## config.mk

```make
export PLATFORM = sky130hd
export DESIGN_NAME = dcache_controller
export DESIGN_NICKNAME = d
export VERILOG_FILES = /design/src/rtl/cache_pkg.sv /design/src/rtl/dcache_tag_array.sv /design/src/rtl/dcache_controller.sv
export SDC_FILE = /design/constraint.sdc
export NUM_CORES = 2
export LEC_CHECK = 0
export CAP_MARGIN = 15
export CORE_AREA = 10 10 451 453
export CTS_CLUSTER_SIZE = 14
export DETAILED_ROUTE_END_ITERATION = 10
export DIE_AREA = 0 0 461 463
export PLACE_DENSITY = 0.47
export SETUP_SLACK_MARGIN = 0.15
export SLEW_MARGIN = 20
export SYNTH_ARGS = -nofsm -noshare
export SYNTH_HDL_FRONTEND = slang
export SYNTH_SLANG_ARGS = --single-unit
```

## constraint.sdc

```tcl
create_clock -name clk -period 24 [get_ports clk]
set_input_delay 7.2 -clock clk [delete_from_list [all_inputs] [get_ports clk]]
set_output_delay 7.2 -clock clk [all_outputs]
set_load 0.01 [all_outputs]
```

## src/rtl/cache_pkg.sv

```systemverilog
// rtl/cache_pkg.sv - shared constants, FSM state type and address/line helpers for the data cache
package cache_pkg;
  localparam int INDEX_W  = 5;
  localparam int OFFSET_W = 5;
  localparam int TAG_W    = 32 - INDEX_W - OFFSET_W;
  localparam int LINE_W   = 256;
  localparam int LINES    = 1 << INDEX_W;

  typedef enum logic [2:0] {
    S_IDLE,
    S_LOOKUP,
    S_WB,
    S_ALLOC,
    S_FILL
  } state_e;

  function automatic logic [TAG_W-1:0] addr_tag(input logic [31:0] a);
    return a[31:INDEX_W+OFFSET_W];
  endfunction

  function automatic logic [INDEX_W-1:0] addr_index(input logic [31:0] a);
    return a[INDEX_W+OFFSET_W-1:OFFSET_W];
  endfunction

  function automatic logic [2:0] addr_word(input logic [31:0] a);
    return a[OFFSET_W-1:2];
  endfunction

  function automatic logic [31:0] get_word(input logic [LINE_W-1:0] line, input logic [2:0] w);
    return line[{w, 5'b00000} +: 32];
  endfunction

  function automatic logic [LINE_W-1:0] put_word(input logic [LINE_W-1:0] line,
                                                 input logic [2:0] w, input logic [31:0] d);
    logic [LINE_W-1:0] l;
    l = line;
    l[{w, 5'b00000} +: 32] = d;
    return l;
  endfunction
endpackage

```

## src/rtl/dcache_tag_array.sv

```systemverilog
// rtl/dcache_tag_array.sv - per-line valid/dirty/tag state with one write port and a combinational read
module dcache_tag_array
  import cache_pkg::*;
(
  input  logic               clk,
  input  logic               rst,
  input  logic [INDEX_W-1:0] index_i,
  input  logic               fill_i,
  input  logic [TAG_W-1:0]   fill_tag_i,
  input  logic               set_dirty_i,
  input  logic               clr_dirty_i,
  output logic               valid_o,
  output logic               dirty_o,
  output logic [TAG_W-1:0]   tag_o
);
  logic [LINES-1:0] valid_q, valid_d;
  logic [LINES-1:0] dirty_q, dirty_d;
  logic [TAG_W-1:0] tag_q [LINES];
  logic [TAG_W-1:0] tag_d [LINES];

  always_comb begin
    valid_d = valid_q;
    dirty_d = dirty_q;
    tag_d   = tag_q;
    if (fill_i) begin
      tag_d[index_i]   = fill_tag_i;
      valid_d[index_i] = 1'b1;
      dirty_d[index_i] = 1'b0;
    end else if (set_dirty_i) begin
      dirty_d[index_i] = 1'b1;
    end else if (clr_dirty_i) begin
      dirty_d[index_i] = 1'b0;
    end
  end

  always_ff @(posedge clk or posedge rst) begin
    if (rst) begin
      valid_q <= '0;
      dirty_q <= '0;
    end else begin
      valid_q <= valid_d;
      dirty_q <= dirty_d;
    end
  end

  // Tags are meaningless while valid=0, so they carry no reset.
  always_ff @(posedge clk) begin
    tag_q <= tag_d;
  end

  assign valid_o = valid_q[index_i];
  assign dirty_o = dirty_q[index_i];
  assign tag_o   = tag_q[index_i];
endmodule

```

## src/rtl/dcache_controller.sv

```systemverilog
// rtl/dcache_controller.sv - direct-mapped write-back write-allocate data-cache controller
module dcache_controller
  import cache_pkg::*;
(
  input  logic                clk,
  input  logic                rst,
  input  logic                cpu_req_i,
  input  logic                cpu_we_i,
  input  logic [31:0]         cpu_addr_i,
  input  logic [31:0]         cpu_wdata_i,
  output logic [31:0]         cpu_rdata_o,
  output logic                cpu_stall_o,
  output logic                sram_cs_o,
  output logic                sram_we_o,
  output logic [INDEX_W+1:0]  sram_addr_o,
  output logic [LINE_W-1:0]   sram_wdata_o,
  input  logic [LINE_W-1:0]   sram_rdata_i,
  output logic                mem_req_o,
  output logic                mem_we_o,
  output logic [31:0]         mem_addr_o,
  output logic [LINE_W-1:0]   mem_wdata_o,
  input  logic [LINE_W-1:0]   mem_rdata_i,
  input  logic                mem_ack_i
);
  state_e              state_q, state_d;
  logic [LINE_W-1:0]   line_q, line_d;
  logic [31:0]         rdata_q, rdata_d;

  logic [TAG_W-1:0]    cpu_tag;
  logic [INDEX_W-1:0]  cpu_index;
  logic [2:0]          cpu_word;
  logic                tag_valid, tag_dirty, hit;
  logic [TAG_W-1:0]    tag_rd;
  logic                tag_fill, tag_set_dirty, tag_clr_dirty;
  logic                unused_addr_lsbs;

  assign cpu_tag          = addr_tag(cpu_addr_i);
  assign cpu_index        = addr_index(cpu_addr_i);
  assign cpu_word         = addr_word(cpu_addr_i);
  assign unused_addr_lsbs = ^cpu_addr_i[1:0];
  assign hit              = tag_valid && (tag_rd == cpu_tag);

  dcache_tag_array u_tags (
    .clk         (clk),
    .rst         (rst),
    .index_i     (cpu_index),
    .fill_i      (tag_fill),
    .fill_tag_i  (cpu_tag),
    .set_dirty_i (tag_set_dirty),
    .clr_dirty_i (tag_clr_dirty),
    .valid_o     (tag_valid),
    .dirty_o     (tag_dirty),
    .tag_o       (tag_rd)
  );

  always_comb begin
    state_d       = state_q;
    line_d        = line_q;
    rdata_d       = rdata_q;
    cpu_rdata_o   = rdata_q;
    cpu_stall_o   = 1'b0;
    sram_cs_o     = 1'b0;
    sram_we_o     = 1'b0;
    sram_addr_o   = '0;
    sram_wdata_o  = '0;
    mem_req_o     = 1'b0;
    mem_we_o      = 1'b0;
    mem_addr_o    = '0;
    mem_wdata_o   = '0;
    tag_fill      = 1'b0;
    tag_set_dirty = 1'b0;
    tag_clr_dirty = 1'b0;

    unique case (state_q)
      S_IDLE: begin
        if (cpu_req_i) begin
          cpu_stall_o = 1'b1;
          sram_cs_o   = 1'b1;
          sram_addr_o = {cpu_index, 2'b00};
          state_d     = S_LOOKUP;
        end
      end
      S_LOOKUP: begin
        line_d = sram_rdata_i;
        if (hit) begin
          if (cpu_we_i) begin
            sram_cs_o     = 1'b1;
            sram_we_o     = 1'b1;
            sram_addr_o   = {cpu_index, 2'b00};
            sram_wdata_o  = put_word(sram_rdata_i, cpu_word, cpu_wdata_i);
            tag_set_dirty = 1'b1;
          end else begin
            rdata_d     = get_word(sram_rdata_i, cpu_word);
            cpu_rdata_o = rdata_d;
          end
          state_d = S_IDLE;
        end else begin
          cpu_stall_o = 1'b1;
          state_d     = tag_dirty ? S_WB : S_ALLOC;
        end
      end
      S_WB: begin
        cpu_stall_o = 1'b1;
        mem_req_o   = 1'b1;
        mem_we_o    = 1'b1;
        mem_addr_o  = {tag_rd, cpu_index, {OFFSET_W{1'b0}}};
        mem_wdata_o = line_q;
        if (mem_ack_i) begin
          tag_clr_dirty = 1'b1;
          state_d       = S_ALLOC;
        end
      end
      S_ALLOC: begin
        cpu_stall_o = 1'b1;
        mem_req_o   = 1'b1;
        mem_addr_o  = {cpu_tag, cpu_index, {OFFSET_W{1'b0}}};
        if (mem_ack_i) begin
          line_d  = mem_rdata_i;
          state_d = S_FILL;
        end
      end
      S_FILL: begin
        // The held request replays from IDLE and hits on the freshly filled line.
        cpu_stall_o  = 1'b1;
        sram_cs_o    = 1'b1;
        sram_we_o    = 1'b1;
        sram_addr_o  = {cpu_index, 2'b00};
        sram_wdata_o = line_q;
        tag_fill     = 1'b1;
        state_d      = S_IDLE;
      end
      default: state_d = S_IDLE;
    endcase

    // Reset forces every output low immediately, abandoning any memory transaction.
    if (rst) begin
      cpu_rdata_o  = '0;
      cpu_stall_o  = 1'b0;
      sram_cs_o    = 1'b0;
      sram_we_o    = 1'b0;
      sram_addr_o  = '0;
      sram_wdata_o = '0;
      mem_req_o    = 1'b0;
      mem_we_o     = 1'b0;
      mem_addr_o   = '0;
      mem_wdata_o  = '0;
    end
  end

  always_ff @(posedge clk or posedge rst) begin
    if (rst) begin
      state_q <= S_IDLE;
      line_q  <= '0;
      rdata_q <= '0;
    end else begin
      state_q <= state_d;
      line_q  <= line_d;
      rdata_q <= rdata_d;
    end
  end
endmodule

```

After elaboration in Yosys (flattened, before gate mapping)
Cells that the tools add are included.

Bits of input ports: 581. Bits in registers: 1059. Output and inout bits: 588. Word-level logic and storage cells: 127.

Add/subtract/negate cells: 1. Multiplexer cells: 59. Magnitude comparators: 4. Reduce and logical (&&, ||, !) cells: 10. Shift-type cells: 3. Bitwise operators: 5. Eq/ne operators: 8.

Operator list (count): $mux 256 (6); $pmux 256 s2 (2); $bwmux 704 (1); $bwmux 256 (1); $mux 32 (8); $shift 32x10->256 const A (1); $shiftx 256x9->32 (1); $shiftx 32x10->256 (1); $bmux 22 s5 (1); $demux 22 s5 (1); $mux 22 (3); $or 32x32->32 (2); $pmux 32 s2 (1); $and 32x32->32 (1); $not 32->32 (1); $mux 7 (4); $eq 22x22->1 (1); $pmux 7 s3 (1); $mux 1 (19); $pmux 3 s4 (1); $bmux 1 s5 (2); $neg 8->10 (1); $mux 3 (3); $eq 3x2->1 const B (2); 20 further kinds (25).

Depth between registers and ports, before layout
Depth after elaboration: 10. Mapped depth: 16. Mapped depth without buffers: 8.

Hierarchy
Synthesis repeated with hierarchy kept, for this count alone.

Cells, all modules: 4509. Area, all modules: 53613.9 um2.

Modules (own cells, without submodules): dcache_tag_array (times used 1, cells an instance 1690, area an instance 29747.3 um2, seq. area each 22741.8 um2); dcache_controller (times used 1, cells an instance 2819, area an instance 23866.6 um2, seq. area each 7282.0 um2).

Least setup slack after synthesis
No wires, ideal clock.

Path type: input to output. From: input rst. To: output sram_addr_o[2]. Stages on the path: 4. Required time: 16.800 ns. Arrival: 16.913 ns. Path buffers: 1. Setup slack: -0.113 ns. Cell sequence: clkbuf_1 > inv_1 > o211ai_1 > a21boi_0.

Word-level cells in the longest chain between the ends: 1.

RTL lines: start: declaration (line dcache_controller.sv:6) `input logic rst,`; $mux 7 (line dcache_controller.sv:136) `if (rst) begin`; end: declaration (line dcache_controller.sv:15) `output logic [INDEX_W+1:0] sram_addr_o,`.

No other way between the ends.

Worst setup path in the final report
From: input cpu_addr_i[7]. To: output sram_wdata_o[75].

Word-level cells in the longest chain between the ends: 9. Elaborated cells on any way between the ends: 11.

RTL lines: start: declaration (line dcache_controller.sv:9) `input logic [31:0] cpu_addr_i,`; $not 5->6 (implied by the code) (line dcache_tag_array.sv:53) `assign tag_o = tag_q[index_i];`; $bmux 22 s5 (line dcache_tag_array.sv:53); $mux 22 (implied by the code) (2 in a row) (line dcache_tag_array.sv:53); $eq 22x22->1 (line dcache_controller.sv:41) `assign hit = tag_valid && (tag_rd == cpu_tag);`; $logic_and 1x1->1 * (line dcache_controller.sv:41); $mux 256 * (line dcache_controller.sv:85) `if (hit) begin`; $pmux 256 s2 * (line dcache_controller.sv:74) `unique case (state_q)`; $mux 256 * (line dcache_controller.sv:136); end: declaration (line dcache_controller.sv:16) `output logic [LINE_W-1:0] sram_wdata_o,`.

Mark *: on every way between the ends. The rest lies on a longest branch, timed or not. The select of a mux whose other input is x is not followed.

==> results.toml <==
[timing]
setup_tns_ns = 0
slew_headroom = 0.1437
finalCritPeriodShare = 0.9005
timing_worst_slew_pin_value_ns = 1.271
skew_ns = 0.03716
max_freq_mhz = 46.27
final_report_setup_violation_count = 0
rsz_0062_raised_after_global_routing = "no"
final_period_minus_worst_setup_slack_ns = 21.61
finalHoldViolCount = 0
hold-worst-slack_ns = 0.4628
final_max_slew_violation_count = 0

[logic_synthesis]
async_reset_ff_frac = 0.3352
most_used_flip_flop_cell_after_synthesis = "sky130_fd_sc_hd__edfxtp_1"
synth_warnings = 0
ys_types = 53
postSynthCellCount = 4767
synth_edf_count = 704
syn_area_per_cell_um2 = 11.15
synth-seq-area-share = 0.5651
synthesis.area_mm2 = 0.05313
yosys_register_bits = 1059

[layout]
finish.instance_area_mm2 = 0.07198
fillers = 19430
drive_above_1_share = 0.08556
finalNonFillerCells = 8517
area_growth_pct = 35.46
post-route-util = 0.3707
layout.nets = 6410

[routing]
drt-pass1-iter-count = 6
first_iter_violations = 4878
detailroute.via_count = 46180
drc = 0
drt-total-wl_mm = 357.2
post_drt_via_cell_ratio = 5.423
antenna_violating_nets_post_route = 0
post_drt_wl_per_cell_um = 41.94

[worst_hold_path]
hold-path-cell-count = 1
hp-start = "u_tags.valid_q[22]"
hold_path_end = "u_tags.valid_q[22]"
worst_hold_path_type = "register to register"

[critical_path]
setup.worst_path.class = "input pin to primary output"
ff2ff_setup_slack_ns = 18.44
timing.rr.start = "state_q[1]"
critical_path.reg2reg.endpoint = "line_q[23]"
setup.worst_path.end_class = "primary output"
rr_worst_depth = 9
critical_path.max_fanout = 128
crit_path_start_kind = "input pin"
worstPathArrival_ns = 14.41
worst-endpoint-required_ns = 16.80

[clocking]
clock_path_buffers = 3
cts.htree.levels = 4
numClockSinks = 1059
postCtsResizedCells = 0
cts_tree = "yes"
clkLatencyLatePin_ns = 0.80
postCtsHoldBufs = 0
clk_pin_slew_ns = 0.06
tritoncts.num_buffers = 133
clock_tree.root_cell = "sky130_fd_sc_hd__clkbuf_16"
buffer_count_from_post_cts_setup_fixing = 0

[status]
run_status = "finished clean"

[global_routing]
grt_start_max_net_pins = 140
grtUsageTotal = 0.3202
via_count_of_the_first_global_routing_pass = 44980
gr-total-overflow = 0
wire_length_of_the_first_global_routing_pass_mm = 455.9
grt_antenna_before_repair = 76

[placement]
io_buffer_count = 1159
post-place-cells = 8230
detailedPlacementHpwl_mm = 268.5
detailed_place.area_mm2 = 0.06759
routability_congestion_estimate_from_global_placement = 0.9657

[floorplanning]
core_area_mm2 = 0.1942
top_level_ports = 1169
die_y_um = 463
chipWidth_um = 461
initial_core_util = 0.2736
std_cell_rows = 162
die_area_mm2 = 0.2134

[pwr]
power.ir.vdd_worst_v = 0.00006534
leakage_nw = 27.84
power_per_cell_area_mw_per_mm2 = 84.53

[job]
maxCapViolCount = 0
==> per-stage QoR <==
step	power (W)	setup slack (ns)
2_1_floorplan	0.003241	2.267
3_3_place_gp	0.004064	2.494
3_5_place_dp	0.004088	2.454
4_1_cts	0.006089	2.430
5_1_grt	0.006306	2.324
6_report	0.006084	2.389
==> worst max path at each step <==
stage                             endpoint     startpoint  depth (start not counted)
final                     sram_wdata_o[75]  cpu_addr_i[7]                         14
after global routing      sram_wdata_o[75]  cpu_addr_i[5]                         13
after CTS                 sram_wdata_o[75]  cpu_addr_i[5]                         13
after detailed placement  sram_wdata_o[75]  cpu_addr_i[5]                         13
after global placement    sram_wdata_o[75]  cpu_addr_i[5]                         13
after floorplan                  sram_we_o            rst                          8
==> routing by layer <==
metal  share of wire  track usage
met1            0.35       0.3432
met5         0.00048            0
met2            0.47       0.5263
met3            0.10       0.1275
met4           0.074       0.1981
==> state kept, by name, indices dropped and copies added (netlist names), named ones only <==
name and flops:
line_q 256, rdata_q 32, state_q 3, u_tags.tag_q 704
u_tags.valid_q 32
==> layout by cell type, fill, tap and decap left out, types with 81 or more instances in the layout <==
master and n:
sky130_fd_sc_hd__o21ai_0 483, sky130_fd_sc_hd__mux2i_1 673, sky130_fd_sc_hd__dfrtp_1 355, sky130_fd_sc_hd__nand2_1 715
sky130_fd_sc_hd__o22ai_1 177, sky130_fd_sc_hd__buf_4 128, sky130_fd_sc_hd__mux4_2 81, sky130_fd_sc_hd__clkdlybuf4s50_1 1149
sky130_fd_sc_hd__edfxtp_1 704, sky130_fd_sc_hd__nor2_1 246, sky130_fd_sc_hd__clkbuf_16 135, sky130_fd_sc_hd__and2_1 258
sky130_fd_sc_hd__a21oi_1 247
==> where the power goes <==
group | internal [W] | switching (W) | total (W)
logic | 0.000640 | 0.00103 | 0.00167
registers | 0.00219 | 0.000214 | 0.00240
clock network | 0.00115 | 0.000867 | 0.00201
==> layout make-up <==
type	count	area, um^2	area share
tap	2542	3181	0.04419
multi-input combinational	3298	21590	0.2999
clock inverter	60	635.6	0.008831
timing repair buffer	1293	12650	0.1757
clock buffer	177	3626	0.05038
sequential	1059	30020	0.4171
antenna	49	122.6	0.001704
inverter	39	150.1	0.002086
==> cells in the mapped netlist (7+ instances only) <==
library cell	number	share of area
sky130_fd_sc_hd__edfxtp_1	704	0.40
sky130_fd_sc_hd__dfrtp_1	355	0.17
sky130_fd_sc_hd__a221oi_1	33	0.0054
sky130_fd_sc_hd__nor4_1	46	0.0054
sky130_fd_sc_hd__buf_4	15	0.0021
sky130_fd_sc_hd__nor3_1	10	0.00094
sky130_fd_sc_hd__o21ai_2	30	0.0049
sky130_fd_sc_hd__mux4_2	81	0.034
sky130_fd_sc_hd__or4_1	7	0.00099
sky130_fd_sc_hd__or2_2	33	0.0039
sky130_fd_sc_hd__nand2_1	720	0.051
sky130_fd_sc_hd__buf_1	23	0.0016
sky130_fd_sc_hd__nand3_1	9	0.00085
sky130_fd_sc_hd__nor2_1	251	0.018
sky130_fd_sc_hd__a22oi_1	33	0.0047
sky130_fd_sc_hd__a21oi_1	247	0.023
sky130_fd_sc_hd__clkbuf_1	254	0.018
sky130_fd_sc_hd__o21ai_0	484	0.046
sky130_fd_sc_hd__inv_1	38	0.0027
sky130_fd_sc_hd__buf_2	81	0.0076
sky130_fd_sc_hd__and2_1	258	0.030
sky130_fd_sc_hd__o21ai_1	69	0.0065
sky130_fd_sc_hd__mux2i_1	673	0.13
sky130_fd_sc_hd__o22ai_1	177	0.021
sky130_fd_sc_hd__nor2b_1	12	0.0014
sky130_fd_sc_hd__and3_1	55	0.0065
==> worst max-delay path, stage by stage <==
cell	delay [ns]
sky130_fd_sc_hd__clkdlybuf4s50_1	0.46
sky130_fd_sc_hd__buf_4	0.41
sky130_fd_sc_hd__nand4bb_2	0.46
sky130_fd_sc_hd__buf_4	0.41
sky130_fd_sc_hd__o22ai_1	0.12
sky130_fd_sc_hd__or4_1	0.57
sky130_fd_sc_hd__or3_1	0.33
sky130_fd_sc_hd__a221oi_1	0.99
sky130_fd_sc_hd__and4b_1	0.43
sky130_fd_sc_hd__nand4_1	0.17
sky130_fd_sc_hd__buf_12	0.22
sky130_fd_sc_hd__buf_4	0.55
sky130_fd_sc_hd__o21ai_0	0.69
sky130_fd_sc_hd__clkdlybuf4s50_1	1.01
==> logic make-up after synthesis <==
kind of cell    synth area share
compound gates            0.1134
xor+xnor               0.0003297
other cells           0.00007058
mux                       0.1618
fa+ha+maj               0.001177
flops                     0.5651
simple gates              0.1253
buf+inv                  0.03292
Power figures use the tool's default switching activity.
